## src/rtl/sev_seg_pkg.sv

```systemverilog
// Shared types and the hex-to-segment decode table for the seven-segment scanner.
// Segment vectors are {g,f,e,d,c,b,a}, active-low.
package sev_seg_pkg;

   typedef logic [6:0] seg_t;

   localparam seg_t SEG_BLANK = 7'h7F;

   // Entry h sits at bits [7h+6:7h]; glyphs run F (MSB end) down to 0 (LSB end).
   localparam logic [111:0] SEG_LUT = {
      7'h0E, 7'h06, 7'h21, 7'h46, 7'h03, 7'h08, 7'h10, 7'h00,
      7'h78, 7'h02, 7'h12, 7'h19, 7'h30, 7'h24, 7'h79, 7'h40
   };

   function automatic seg_t hex_to_seg(input logic [3:0] hex);
      return SEG_LUT[7*hex +: 7];
   endfunction

endpackage

```

## src/rtl/sev_seg_scan_if.sv

```systemverilog
// Load-side and display-side signals of the seven-segment scanner.
// The master drives display data; the slave (scanner) drives the panel outputs.
interface sev_seg_scan_if
   import sev_seg_pkg::*;
#(
   parameter int NUM_DIGITS = 8
);

   logic                    load;
   logic [4*NUM_DIGITS-1:0] value_in;
   logic [NUM_DIGITS-1:0]   dp_in;
   logic [NUM_DIGITS-1:0]   en_in;
   logic [NUM_DIGITS-1:0]   an;
   seg_t                    seg;
   logic                    dp;
   logic                    frame_start;
   logic                    pending;

   modport master (
      output load, value_in, dp_in, en_in,
      input  an, seg, dp, frame_start, pending
   );

   modport slave (
      input  load, value_in, dp_in, en_in,
      output an, seg, dp, frame_start, pending
   );

endinterface

```

## src/rtl/sev_seg_scan_decode.sv

```systemverilog
// Purely combinational hex nibble to active-low seven-segment pattern.
module hex_to_sev_decode
   import sev_seg_pkg::*;
(
   input  logic [3:0] i_hex,
   output seg_t       o_seg
);

   assign o_seg = hex_to_seg(i_hex);

endmodule

```

## src/rtl/sev_seg_scan.sv

```systemverilog
// Time-multiplexed common-anode seven-segment driver with frame-aligned data promotion.
// Optional LEADING_ZERO_BLANK_EN blanks digits above the most-significant non-zero digit.
module sev_seg_scan
   import sev_seg_pkg::*;
#(
   parameter int TICK_DIV   = 100000,
   parameter int NUM_DIGITS = 8
) (
   input logic           clk,
   input logic           reset,
   sev_seg_scan_if.slave bus
);

   localparam int                    IW         = (NUM_DIGITS > 1) ? $clog2(NUM_DIGITS) : 1;
   localparam int                    VW         = 4 * NUM_DIGITS;
   localparam logic [19:0]           PRESC_LAST = 20'(TICK_DIV - 1);
   localparam logic [IW-1:0]         INDEX_LAST = IW'(NUM_DIGITS - 1);
   localparam logic [NUM_DIGITS-1:0] AN_ONE     = NUM_DIGITS'(1);

   logic [19:0]           r_presc;
   logic [IW-1:0]         r_index;
   logic [VW-1:0]         r_pendVal;
   logic [NUM_DIGITS-1:0] r_pendDp;
   logic [NUM_DIGITS-1:0] r_pendEn;
   logic [VW-1:0]         r_shadowVal;
   logic [NUM_DIGITS-1:0] r_shadowDp;
   logic [NUM_DIGITS-1:0] r_shadowEn;
   logic                  r_pending;
   logic [NUM_DIGITS-1:0] r_an;
   seg_t                  r_seg;
   logic                  r_dp;
   logic                  r_frameStart;

   logic                  w_tick;
   logic                  w_wrap;
   logic [IW-1:0]         w_nextIndex;
   logic [VW-1:0]         w_nextVal;
   logic [NUM_DIGITS-1:0] w_nextDp;
   logic [NUM_DIGITS-1:0] w_nextEn;
   logic [NUM_DIGITS-1:0] w_lzMask;
   logic [NUM_DIGITS-1:0] w_lit;
   logic [3:0]            w_digit;
   seg_t                  w_digitSeg;

   assign w_tick      = (r_presc == PRESC_LAST);
   assign w_wrap      = w_tick && (r_index == INDEX_LAST);
   assign w_nextIndex = w_wrap ? '0 : (w_tick ? r_index + 1'b1 : r_index);

   // Shadow only changes on the frame boundary; a load landing on that edge bypasses pending.
   always_comb begin
      w_nextVal = r_shadowVal;
      w_nextDp  = r_shadowDp;
      w_nextEn  = r_shadowEn;
      if (w_wrap && bus.load) begin
         w_nextVal = bus.value_in;
         w_nextDp  = bus.dp_in;
         w_nextEn  = bus.en_in;
      end else if (w_wrap && r_pending) begin
         w_nextVal = r_pendVal;
         w_nextDp  = r_pendDp;
         w_nextEn  = r_pendEn;
      end
   end

`ifdef LEADING_ZERO_BLANK_EN
   logic w_seenNz;

   always_comb begin
      w_seenNz = 1'b0;
      w_lzMask = '0;
      for (int i = NUM_DIGITS - 1; i >= 0; i--) begin
         if (w_nextVal[4*i +: 4] != 4'h0) w_seenNz = 1'b1;
         w_lzMask[i] = w_seenNz || (i == 0);
      end
   end
`else
   assign w_lzMask = '1;
`endif

   assign w_lit   = w_nextEn & w_lzMask;
   assign w_digit = w_nextVal[4*w_nextIndex +: 4];

   hex_to_sev_decode u_decode (
      .i_hex (w_digit),
      .o_seg (w_digitSeg)
   );

   // Panel outputs are registered from post-update index/shadow so they move with the index.
   always_ff @(posedge clk) begin
      if (!reset) begin
         r_presc      <= '0;
         r_index      <= '0;
         r_pendVal    <= '0;
         r_pendDp     <= '0;
         r_pendEn     <= '0;
         r_shadowVal  <= '0;
         r_shadowDp   <= '0;
         r_shadowEn   <= '0;
         r_pending    <= 1'b0;
         r_an         <= '1;
         r_seg        <= SEG_BLANK;
         r_dp         <= 1'b1;
         r_frameStart <= 1'b0;
      end else begin
         r_presc     <= w_tick ? '0 : r_presc + 20'd1;
         r_index     <= w_nextIndex;
         r_shadowVal <= w_nextVal;
         r_shadowDp  <= w_nextDp;
         r_shadowEn  <= w_nextEn;
         if (w_wrap) begin
            r_pending <= 1'b0;
         end else if (bus.load) begin
            r_pendVal <= bus.value_in;
            r_pendDp  <= bus.dp_in;
            r_pendEn  <= bus.en_in;
            r_pending <= 1'b1;
         end
         r_frameStart <= w_wrap;
         r_an         <= w_lit[w_nextIndex] ? ~(AN_ONE << w_nextIndex) : '1;
         r_seg        <= w_lit[w_nextIndex] ? w_digitSeg : SEG_BLANK;
         r_dp         <= w_lit[w_nextIndex] ? ~w_nextDp[w_nextIndex] : 1'b1;
      end
   end

   assign bus.an          = r_an;
   assign bus.seg         = r_seg;
   assign bus.dp          = r_dp;
   assign bus.frame_start = r_frameStart;
   assign bus.pending     = r_pending;

endmodule
```

## src/flat_wrapper.sv

```systemverilog
// flat-port wrapper written by rule: the top's interface ports become plain ports
module sev_seg_scan_flat import sev_seg_pkg::*;
#(
   parameter int TICK_DIV   = 100000,
   parameter int NUM_DIGITS = 8
)
  (clk, reset, bus_load, bus_value_in, bus_dp_in, bus_en_in, bus_an, bus_seg, bus_dp, bus_frame_start, bus_pending);
  sev_seg_scan_if #(.NUM_DIGITS(NUM_DIGITS)) bus_i ();
  input logic clk;
  input logic reset;
  input wire logic [$bits(bus_i.load)-1:0] bus_load;
  input wire logic [$bits(bus_i.value_in)-1:0] bus_value_in;
  input wire logic [$bits(bus_i.dp_in)-1:0] bus_dp_in;
  input wire logic [$bits(bus_i.en_in)-1:0] bus_en_in;
  output wire logic [$bits(bus_i.an)-1:0] bus_an;
  output wire logic [$bits(bus_i.seg)-1:0] bus_seg;
  output wire logic [$bits(bus_i.dp)-1:0] bus_dp;
  output wire logic [$bits(bus_i.frame_start)-1:0] bus_frame_start;
  output wire logic [$bits(bus_i.pending)-1:0] bus_pending;
  assign bus_i.load = bus_load;
  assign bus_i.value_in = bus_value_in;
  assign bus_i.dp_in = bus_dp_in;
  assign bus_i.en_in = bus_en_in;
  assign bus_an = bus_i.an;
  assign bus_seg = bus_i.seg;
  assign bus_dp = bus_i.dp;
  assign bus_frame_start = bus_i.frame_start;
  assign bus_pending = bus_i.pending;
  sev_seg_scan #(.TICK_DIV(TICK_DIV), .NUM_DIGITS(NUM_DIGITS)) u_core (.clk(clk), .reset(reset), .bus(bus_i));
endmodule
```

## config.mk

```make
export PLATFORM = sky130hd
export DESIGN_NAME = sev_seg_scan_flat
export DESIGN_NICKNAME = d
export VERILOG_FILES = /design/src/rtl/sev_seg_pkg.sv /design/src/rtl/sev_seg_scan_if.sv /design/src/rtl/sev_seg_scan_decode.sv /design/src/rtl/sev_seg_scan.sv /design/src/flat_wrapper.sv
export SDC_FILE = /design/constraint.sdc
export NUM_CORES = 1
export LEC_CHECK = 0
export CORE_ASPECT_RATIO = 0.5
export CORE_MARGIN = 1.5
export CORE_UTILIZATION = 50
export DETAILED_ROUTE_END_ITERATION = 7
export DONT_BUFFER_PORTS = 1
export GPL_ROUTABILITY_DRIVEN = 0
export SYNTH_ARGS = -nofsm -noshare
export SYNTH_HDL_FRONTEND = slang
export SYNTH_SLANG_ARGS = --single-unit
```

## constraint.sdc

```tcl
create_clock -name clk -period 3.63 [get_ports clk]
set_input_delay 0.1815 -clock clk [delete_from_list [all_inputs] [get_ports clk]]
set_output_delay 0.1815 -clock clk [all_outputs]
set_load 0.05 [all_outputs]
```

# == Yosys cells after proc, flatten, opt, wreduce, memory -nomap -nowiden ==
# Index checks and enable logic that the tools add are counted.
# totals
latch_bits,0
mem_bits_ro,0
wordCells,45
in_bits,51
ramBits,0
n_memories,0
regBits,137
out_inout_bits,18
# op_classes
eq_ne,2
shifts,3
multipliers,1
div_mod_pow,0
n_reduce_logical,7
n_bitwise,4
mux,12
addsub,2
magnitude_cmp,1
# ops
operator,n
$shiftx 112x8->7 const A,1
$mux 32,2
$mux 8,4
$shiftx 32x6->4,1
$add 20x1->20 const B,1
$eq 20x17->1 const B,1
$not 8->8,1
$shl 1x3->8 const A,1
$mul 3x4->7 const A,1
$bmux 1 s3,2
$mux 3,2
$lt 3x4->1 const B,1
$reduce_and 2->1,2
$reduce_or 2->1,2
$add 3x1->3 const B,1
$eq 3x3->1 const B,1
$logic_and 1x1->1,3
$not 1->1,3
$mux 1,2

# == Logic depth before layout (Yosys ltp) ==
# Gate-level depths: netlist of the first run.
# logic_depth
ltp_word,8
mapped_depth,17
ltp_nobuf,14

# == Hierarchy ==
# Synthesis of the first run repeated with hierarchy kept, for this count alone.
# unflattened
hier_cells,829
area_unflattened_um2,6666.4
# by_module_without_submodules
module,n_inst,cells_each,seq_area_each_um2,area_each_um2
sev_seg_scan,1,793,2742.6,6413.7
hex_to_sev_decode,1,36,0.0,252.7

# == Worst setup path before layout of the first run ==
# OpenSTA, ideal clock, no wires.
# synth_timing
path_type,reg2reg
from,register u_core.r_pending (netlist: u_core.bus.pending)
to,register u_core.r_seg[3] (netlist: u_core.bus.seg[3])
setup_time_ns,0.118
path_stages_with_launch,15
t_arrival_ns,3.322
path_buffers,3
t_required_ns,3.512
slack_ns,0.190
path_cell_list,dfxtp_1 clkbuf_1 inv_1 nor2_1 clkbuf_1 clkbuf_1 a32oi_1 a21oi_1 a2111oi_2 a21oi_1 inv_1 ha_1 mux2_2 mux2i_1 nand2_1
# synth_via
elab_chain_cells,6
# synth_rtl
item,line_no,source
"start, declared",sev_seg_scan.sv:28,logic r_pending;
"start signal, assigned",sev_seg_scan.sv:99,r_pending <= 1'b0;
"start signal, assigned",sev_seg_scan.sv:111,r_pending <= 1'b0;
"start signal, assigned",sev_seg_scan.sv:116,r_pending <= 1'b1;
$logic_and 1x1->1 *,sev_seg_scan.sv:58,end else if (w_wrap && r_pending) begin
$mux 32 / $mux 8 (equally long branches),sev_seg_scan.sv:58,
$mux 32 / $mux 8 (equally long branches),sev_seg_scan.sv:54,if (w_wrap && bus.load) begin
$shiftx 32x6->4 / $bmux 1 s3 (equally long branches),"sev_seg_scan.sv:81, sev_seg_scan.sv:120",
$mul 3x4->7 / $mux 1 (equally long branches),"sev_seg_pkg.sv:16, sev_seg_scan.sv:120",
$shiftx 112x8->7 / $reduce_and 2->1 (equally long branches),-,
"end signal, assigned",sev_seg_scan.sv:120,r_seg <= w_lit[w_nextIndex] ? w_digitSeg : SEG_BLANK;
"end, declared",sev_seg_scan.sv:30,seg_t r_seg;
# Mark *: on every way between the ends. The rest lies on a longest branch, timed or not. The select of a mux whose other input is x is not followed.
# A chain may end at the register's enable or synchronous reset.

# == Worst setup path in the final report of the first run ==
# layout_timing
from,register u_core.r_index[1]
to,register u_core.r_seg[3] (netlist: u_core.bus.seg[3])
# layout_via
elab_chain_cells,8
# layout_rtl
item,line_no,source
"start, declared",sev_seg_scan.sv:21,logic [IW-1:0] r_index;
"start signal, assigned",sev_seg_scan.sv:106,r_index <= w_nextIndex;
"parallel branches: the longest is 8 deep, another holds $mul 3x4->7",-,
# Several ways; the timed one is not identified. The select of a mux whose other input is x is not followed.

==> impl_metrics.csv, run 1 <==
group,metric,value,unit
routing,vias_per_cell,5.946,
die,die_y,81.52,um
synthesis,yosysMostFrequentCell,"dfxtp_1",
synthesis,synth_edf_count,0,
power_and_ir_drop,clkPwrFrac,49.7,%
sta,period_minus_slack,3349,ps
clocking,clockBufferDepth,2,
die,die_w,160.0,um
power_and_ir_drop,p_leak,0.002692,uW
sta,drv_slew,0,
global_routing,grt_pass1_vias,5471,
synthesis,synth_cell_types,63,
power_and_ir_drop,total_power,3443,uW
worst_setup_path,cp_top_family,"compound AO/OA/AOI/OAI gates",
min_path,hp-class,"in2reg",
worst_setup_path,cp_max_fo,31,
synthesis,async_reset_ff_share,0,%
layout,area_delta_synth_final,20.88,%
clocking,ctsResizeCount,0,
layout,finalNetCount,838,
clocking,insertion_delay,420,ps
global_routing,antenna_found_initial,0,
routing,totalWireLength,17420,um
layout,fillerInstances,1076,
worst_setup_path,cpMostUsedCell,"ha_1",
routing,wl_per_cell,18.24,um
synthesis,synth_ff_type,"dfxtp_1",
place,place_hpwl,11140,um
synthesis,ys_warn_count,0,
sta,setup_violations,0,
worst_setup_path,critical-path-max-stage-delay,420,ps
worst_setup_path,critPathCaptureType,"register",
worst_setup_path,arrival,3660,ps
clocking,root_buffer,"clkbuf_16",
power_and_ir_drop,switchingPower,821.3,uW
synthesis,synth_nets,795,
power_and_ir_drop,p_comb_share,5.1,%
die,ioPinCount,69,
global_routing,grtUsageTotal,27.44,%
flow_run,cap_violations,0,
clocking,cts_tree,"done",
worst_setup_path,cp.required,3940,ps
power_and_ir_drop,vdd_drop_max,263.7,uV
global_routing,met2_usage,45.30,%
sta,fin_setup_tns,0,ps
power_and_ir_drop,sequentialPowerShare,45.2,%
global_routing,grt_util_met1,35.74,%
routing,drt_iter0_markers,515,
synthesis,syn_area_per_cell,8.387,um2
die,start_util,51.75,%
global_routing,grt_max_degree,51,
sta,rsz0062_at_grt,"false",
routing,drc,0,
worst_setup_path,startpoint_type,"register",
global_routing,gr-total-overflow,0,
sta,clock.fmax,0.2986,GHz
power_and_ir_drop,switching_share,23.85,%
sta,clock_skew,14.04,ps
synthesis,synth_seq_area_share,44.49,%
run_status,outcome,"complete, no violations",
synthesis,synth_area,0.006165,mm2
routing,firstDrtPassIters,5,
synthesis,yosys-top-cells-area,"dfxtp_1 (44%), a21oi_1 (8.8%), nand2_1 (8.2%)",
min_path,holdPathStages,2,
worst_setup_path,crit_buf_inv,1,
synthesis,postSynthCellCount,735,
worst_setup_path,critPathKind,"reg2reg",
synthesis,yosysTopAreaCell,"dfxtp_1",
worst_setup_path,worstSetupPathDepth,13,
synthesis,synth_common_cells,"dfxtp_1 (137), nand2_1 (135), a21oi_1 (109)",
routing,vias,5678,
die,placementRows,28,
power_and_ir_drop,powerDensity,462.1,mW/mm2
power_and_ir_drop,internal-power,2622,uW
clocking,path_clk_slew,60,ps
sta,maxSlewHeadroom,43.57,%
synthesis,synth_top_area_share,44.49,%
clocking,cts_made_buffers,17,
die,die_area,0.01304,mm2
global_routing,grt-busiest-layer,"met2",
layout,drive_above_1_share,10.25,%
synthesis,ys_ff_latch,137,
sta,hold_viol_final,0,
worst_setup_path,cpMaxStageDelayCell,"dfxtp_1",
layout,antenna_cells_inserted,0,
clocking,cts_max_level,4,
place,io_buffer_count,0,
global_routing,grt_use_met3,5.808,%
clocking,clkSinkCount,137,
worst_setup_path,worstPathCellList,"ha_1 -> ha_1 -> nand2_1 -> or2_4 -> a22oi_1 -> a21oi_1 -> a2111oi_2 -> a21oi_1 -> buf_4 -> ha_1 -> mux2_2 -> mux2i_1 -> nand2_1",
die,core-area,0.01191,mm2
worst_setup_path,r2r_cells,13,
sta,worst_pin_slew,845.2,ps
routing,drtAntennaViolNets,0,
global_routing,grt_pass1_wl,27680,um
sta,post-route-period-util,92.27,%
-- placed cells by master (no fill, tap or decap), types with 4 or more instances in the layout --
cell type	instances
or3_1	6
clkinvlp_4	5
o21ai_0	15
o21ai_1	4
inv_1	12
dfxtp_1	137
buf_4	25
nand2_1	135
xor2_1	12
mux2i_1	8
o22ai_1	13
dlygate4sd3_1	50
nand4_1	7
nor2_1	46
inv_6	4
nand3_1	29
a22oi_1	30
clkbuf_16	17
xnor2_1	4
ha_1	9
a32oi_1	31
nor3_1	4
a21oi_1	109
and2_1	7
-- final timing paths --
| check | endpoint | start | slack, ps |
|---|---|---|---|
| setup / recovery | u_core.bus.seg[3] | u_core.r_index[1] | 280 |
| hold / removal | u_core.r_shadowVal[20] | bus_value_in[20] | 8 |
| setup reg to reg | u_core.bus.seg[3] | u_core.r_index[1] | 280 |
| hold reg to reg | u_core.r_pendVal[2] | u_core.r_pendVal[2] | 450 |
-- routing by layer --
layer | share of wire, % | vias up
met3 | 6.1 | 30
li1 | - | 2736
met1 | 47 | 2725
met2 | 45 | 187
met5 | 0 | -
met4 | 1.5 | 0
-- layout make-up --
| class | count | area, um2 | share of cell area (%) |
|---|---|---|---|
| inverters | 13 | 48.80 | 0.6548 |
| repair buffers | 78 | 748.2 | 10.04 |
| flip-flops and latches | 137 | 2743 | 36.80 |
| well taps | 165 | 206.4 | 2.770 |
| clock inverters | 13 | 146.4 | 1.964 |
| multi-input cells | 531 | 3131 | 42.01 |
| clock buffers | 18 | 429.2 | 5.759 |
-- cell families after synthesis --
family	synth area share [%]
mux	2.212
compound gates	24.54
simple gates	19.50
fa+ha+maj	1.827
buf+inv	5.155
xor+xnor	2.273
flops	44.49
-- timing repair --
action,in CTS,in global routing
buffers inserted,0,0
hold buffers,50,0
hold endpoints to repair,92,0
-- metrics by stage --
step / instance area, um2 / instances / setup slack [ps] / utilization [%] / hold WS, ps
finish: 7452 / 955 / 280.5 / 62.56 / 7.782
global route: 7452 / 955 / 37.19 / 62.56 / 16.05
CTS: 7452 / 955 / 292.3 / 62.56 / 3.365
detailed placement: 6376 / 874 / 314.9 / 53.53 / 309.2
global placement: 6376 / 874 / 344.1 / 53.53 / 307.2
floorplan: 6165 / 735 / 190.4 / - / 317.5
-- registers in the layout, indices dropped and copies added (netlist names), 8 cells and up --
name and flops:
u_core.r_shadowDp 8, u_core.r_pendEn 8, u_core.r_presc 20, u_core.r_shadowEn 8, u_core.r_pendDp 8, u_core.r_shadowVal 32
u_core.r_pendVal 32, u_core.bus.an 8
-- power by group through the flow --
stage | Combinational (uW) | Clock (uW) | Sequential (uW)
CTS | 174 | 1730 | 1560
finish | 176 | 1710 | 1560
floorplan | 86.8 | 0 | 1590
detailed placement | 121 | 0 | 1590
global route | 193 | 1800 | 1560
global placement | 120 | 0 | 1590
Power figures use the tool's default switching activity.
==> inputs of run 2 (changes only) <==
- CORE_UTILIZATION: 50 -> 40
- PLACE_DENSITY: not set -> 0.51
==> run 2 against run 1 <==
Net effect: final area grew 2.1%; first-iteration DRC count is 7.4% lower; global-route usage down 3.7 points; combinational power hardly changed; critical path type unchanged; sequential share of layout area fell by 0.77 points; die area increased by 24%; routed wire length up 5.9%.
==> impl_metrics.csv, run 2 (same netlist as run 1, synthesis figures left out) <==
group,metric,value,unit
die,start_util,41.83,%
layout,area_delta_synth_final,23.46,%
die,placementRows,31,
sta,holdWs,13.76,ps
sta,drv_slew,0,
layout,final_common_cell,"dfxtp_1",
global_routing,antenna_found_initial,0,
routing,vias_per_cell,5.601,
layout,top_regs,"u_core.r_pendVal (32), u_core.r_shadowVal (32), u_core.r_presc (20)",
global_routing,grt_pass1_wl,29500,um
power_and_ir_drop,powerDensity,470.4,mW/mm2
worst_setup_path,rr_startpoint,"u_core.r_presc[8]",
clocking,root_buffer,"clkbuf_16",
layout,final_cell_mix,"dfxtp_1 (137), nand2_1 (135), a21oi_1 (109), dlygate4sd3_1 (50), nor2_1 (46)",
clocking,cts_made_buffers,17,
die,die_area,0.01621,mm2
layout,ff_latch_area,0.002743,mm2
worst_setup_path,arrival,3640,ps
die,ioPinCount,69,
routing,vias,5573,
sta,setup_violations,0,
worst_setup_path,startpoint,"u_core.r_presc[8]",
clocking,clockBufferDepth,2,
power_and_ir_drop,vdd_drop_max,342.5,uV
worst_setup_path,critPathKind,"reg2reg",
routing,wl_per_cell,18.55,um
global_routing,grtUsageTotal,23.71,%
worst_setup_path,cp_max_fo,26,
die,die_w,178.6,um
sta,maxSlewHeadroom,26.21,%
sta,fin_setup_tns,0,ps
die,core-area,0.01474,mm2
sta,rsz0062_at_grt,"false",
sta,post-route-period-util,91.60,%
place,dpl_cell_area,0.006482,mm2
routing,drtAntennaViolNets,0,
layout,fillerInstances,1430,
layout,finalNetCount,845,
clocking,postCtsSetupBuffers,0,
min_path,min_from,"bus_en_in[0]",
global_routing,grt_max_degree,96,
power_and_ir_drop,p_leak,0.002756,uW
sta,worst_pin_slew,1107,ps
layout,antenna_cells_inserted,0,
place,place_hpwl,11600,um
flow_run,cap_violations,0,
run_status,outcome,"complete, no violations",
layout,fin_area,0.007611,mm2
clocking,path_clk_slew,60,ps
place,dp.cells,914,
layout,multi_input_area,0.003141,mm2
routing,drt_iter0_markers,477,
sta,clock_skew,13.38,ps
power_and_ir_drop,total_power,3580,uW
routing,firstDrtPassIters,5,
clocking,insertion_delay,430,ps
clocking,clkSinkCount,137,
sta,period_minus_slack,3325,ps
sta,hold_viol_final,0,
min_path,hp-class,"in2reg",
worst_setup_path,critPathCaptureType,"register",
routing,totalWireLength,18460,um
die,die_y,90.79,um
layout,drive_above_1_share,11.29,%
layout,stdcell_count,995,
global_routing,gr-total-overflow,0,
clocking,cts_max_level,4,
routing,drc,0,
worst_setup_path,cp.required,3950,ps
place,io_buffer_count,0,
sta,clock.fmax,0.3008,GHz
worst_setup_path,startpoint_type,"register",
global_routing,grt_pass1_vias,5563,
clocking,cts_tree,"done",
## run 2: cell count changes in the layout (fill, tap and decap cells not counted), sizes merged
| cell | previous run | this run |
|---|---|---|
| buf | 28 | 35 |
| clkinvlp | 5 | 2 |
| inv | 17 | 14 |
| bufinv | 2 | 4 |
| clkbuf | 18 | 20 |
| clkinv | 2 | 4 |
## run 2: final cells by class
type	count	share of cell area, %
Inverter	13	0.6411
Tap cell	198	3.255
Clock buffer	20	5.869
Timing Repair Buffer	85	10.69
Clock inverter	11	2.252
Sequential cell	137	36.03
Multi-Input combinational cell	531	41.26
## run 2: path summary, 6_finish.rpt
kind | to | slack (ps) | cells after the start
setup / recovery | u_core.bus.seg[3] | 310 | 13
hold / removal | u_core.r_shadowEn[0] | 10 | 2
setup reg to reg | u_core.bus.seg[3] | 310 | 13
hold reg to reg | u_core.r_pendVal[2] | 450 | 2
## run 2: power breakdown
| part | switching, uW | internal [uW] | leakage [uW] |
|---|---|---|---|
| clock network | 682 | 1170 | 0.000296 |
| registers | 20.7 | 1540 | 0.00111 |
| logic | 105 | 69.2 | 0.00135 |
| total | 808 | 2770 | 0.00276 |
## run 2: what timing repair did
item / 4_1_cts / 5_1_grt
hold buffers: 50 / 0
hold endpoints to repair: 94 / 0
setup endpoints to repair: 0 / 4
resized for setup: 0 / 3
## run 2: layer usage
layer / vias to the layer above / track usage, % / share of wire, %
li1: 2742 / - / -
met1: 2701 / 32.19 / 48
met2: 119 / 37.86 / 46
met3: 11 / 5.513 / 4.8
met4: 0 / 5.694 / 0.70
met5: - / 0 / 0
## run 2: metrics by stage
step | setup slack, ps | util, %
after floorplan | 190.4 | -
after global placement | 330.6 | 43.98
after detailed placement | 302.0 | 43.98
after CTS | 285.7 | 51.57
after global routing | 5.387 | 51.64
final | 305.1 | 51.64
## run 2: worst max-delay path, cell delays in order (launching register included)
cell and delay, ps:
dfxtp_1 340, nor4_2 320, nand4_1 210, buf_4 220, or2_4 380, a22oi_1 270
a21oi_1 110, a2111oi_2 370, a21oi_1 140, buf_4 190, ha_1 200, mux2_2 260
mux2i_1 120, nand2_1 60
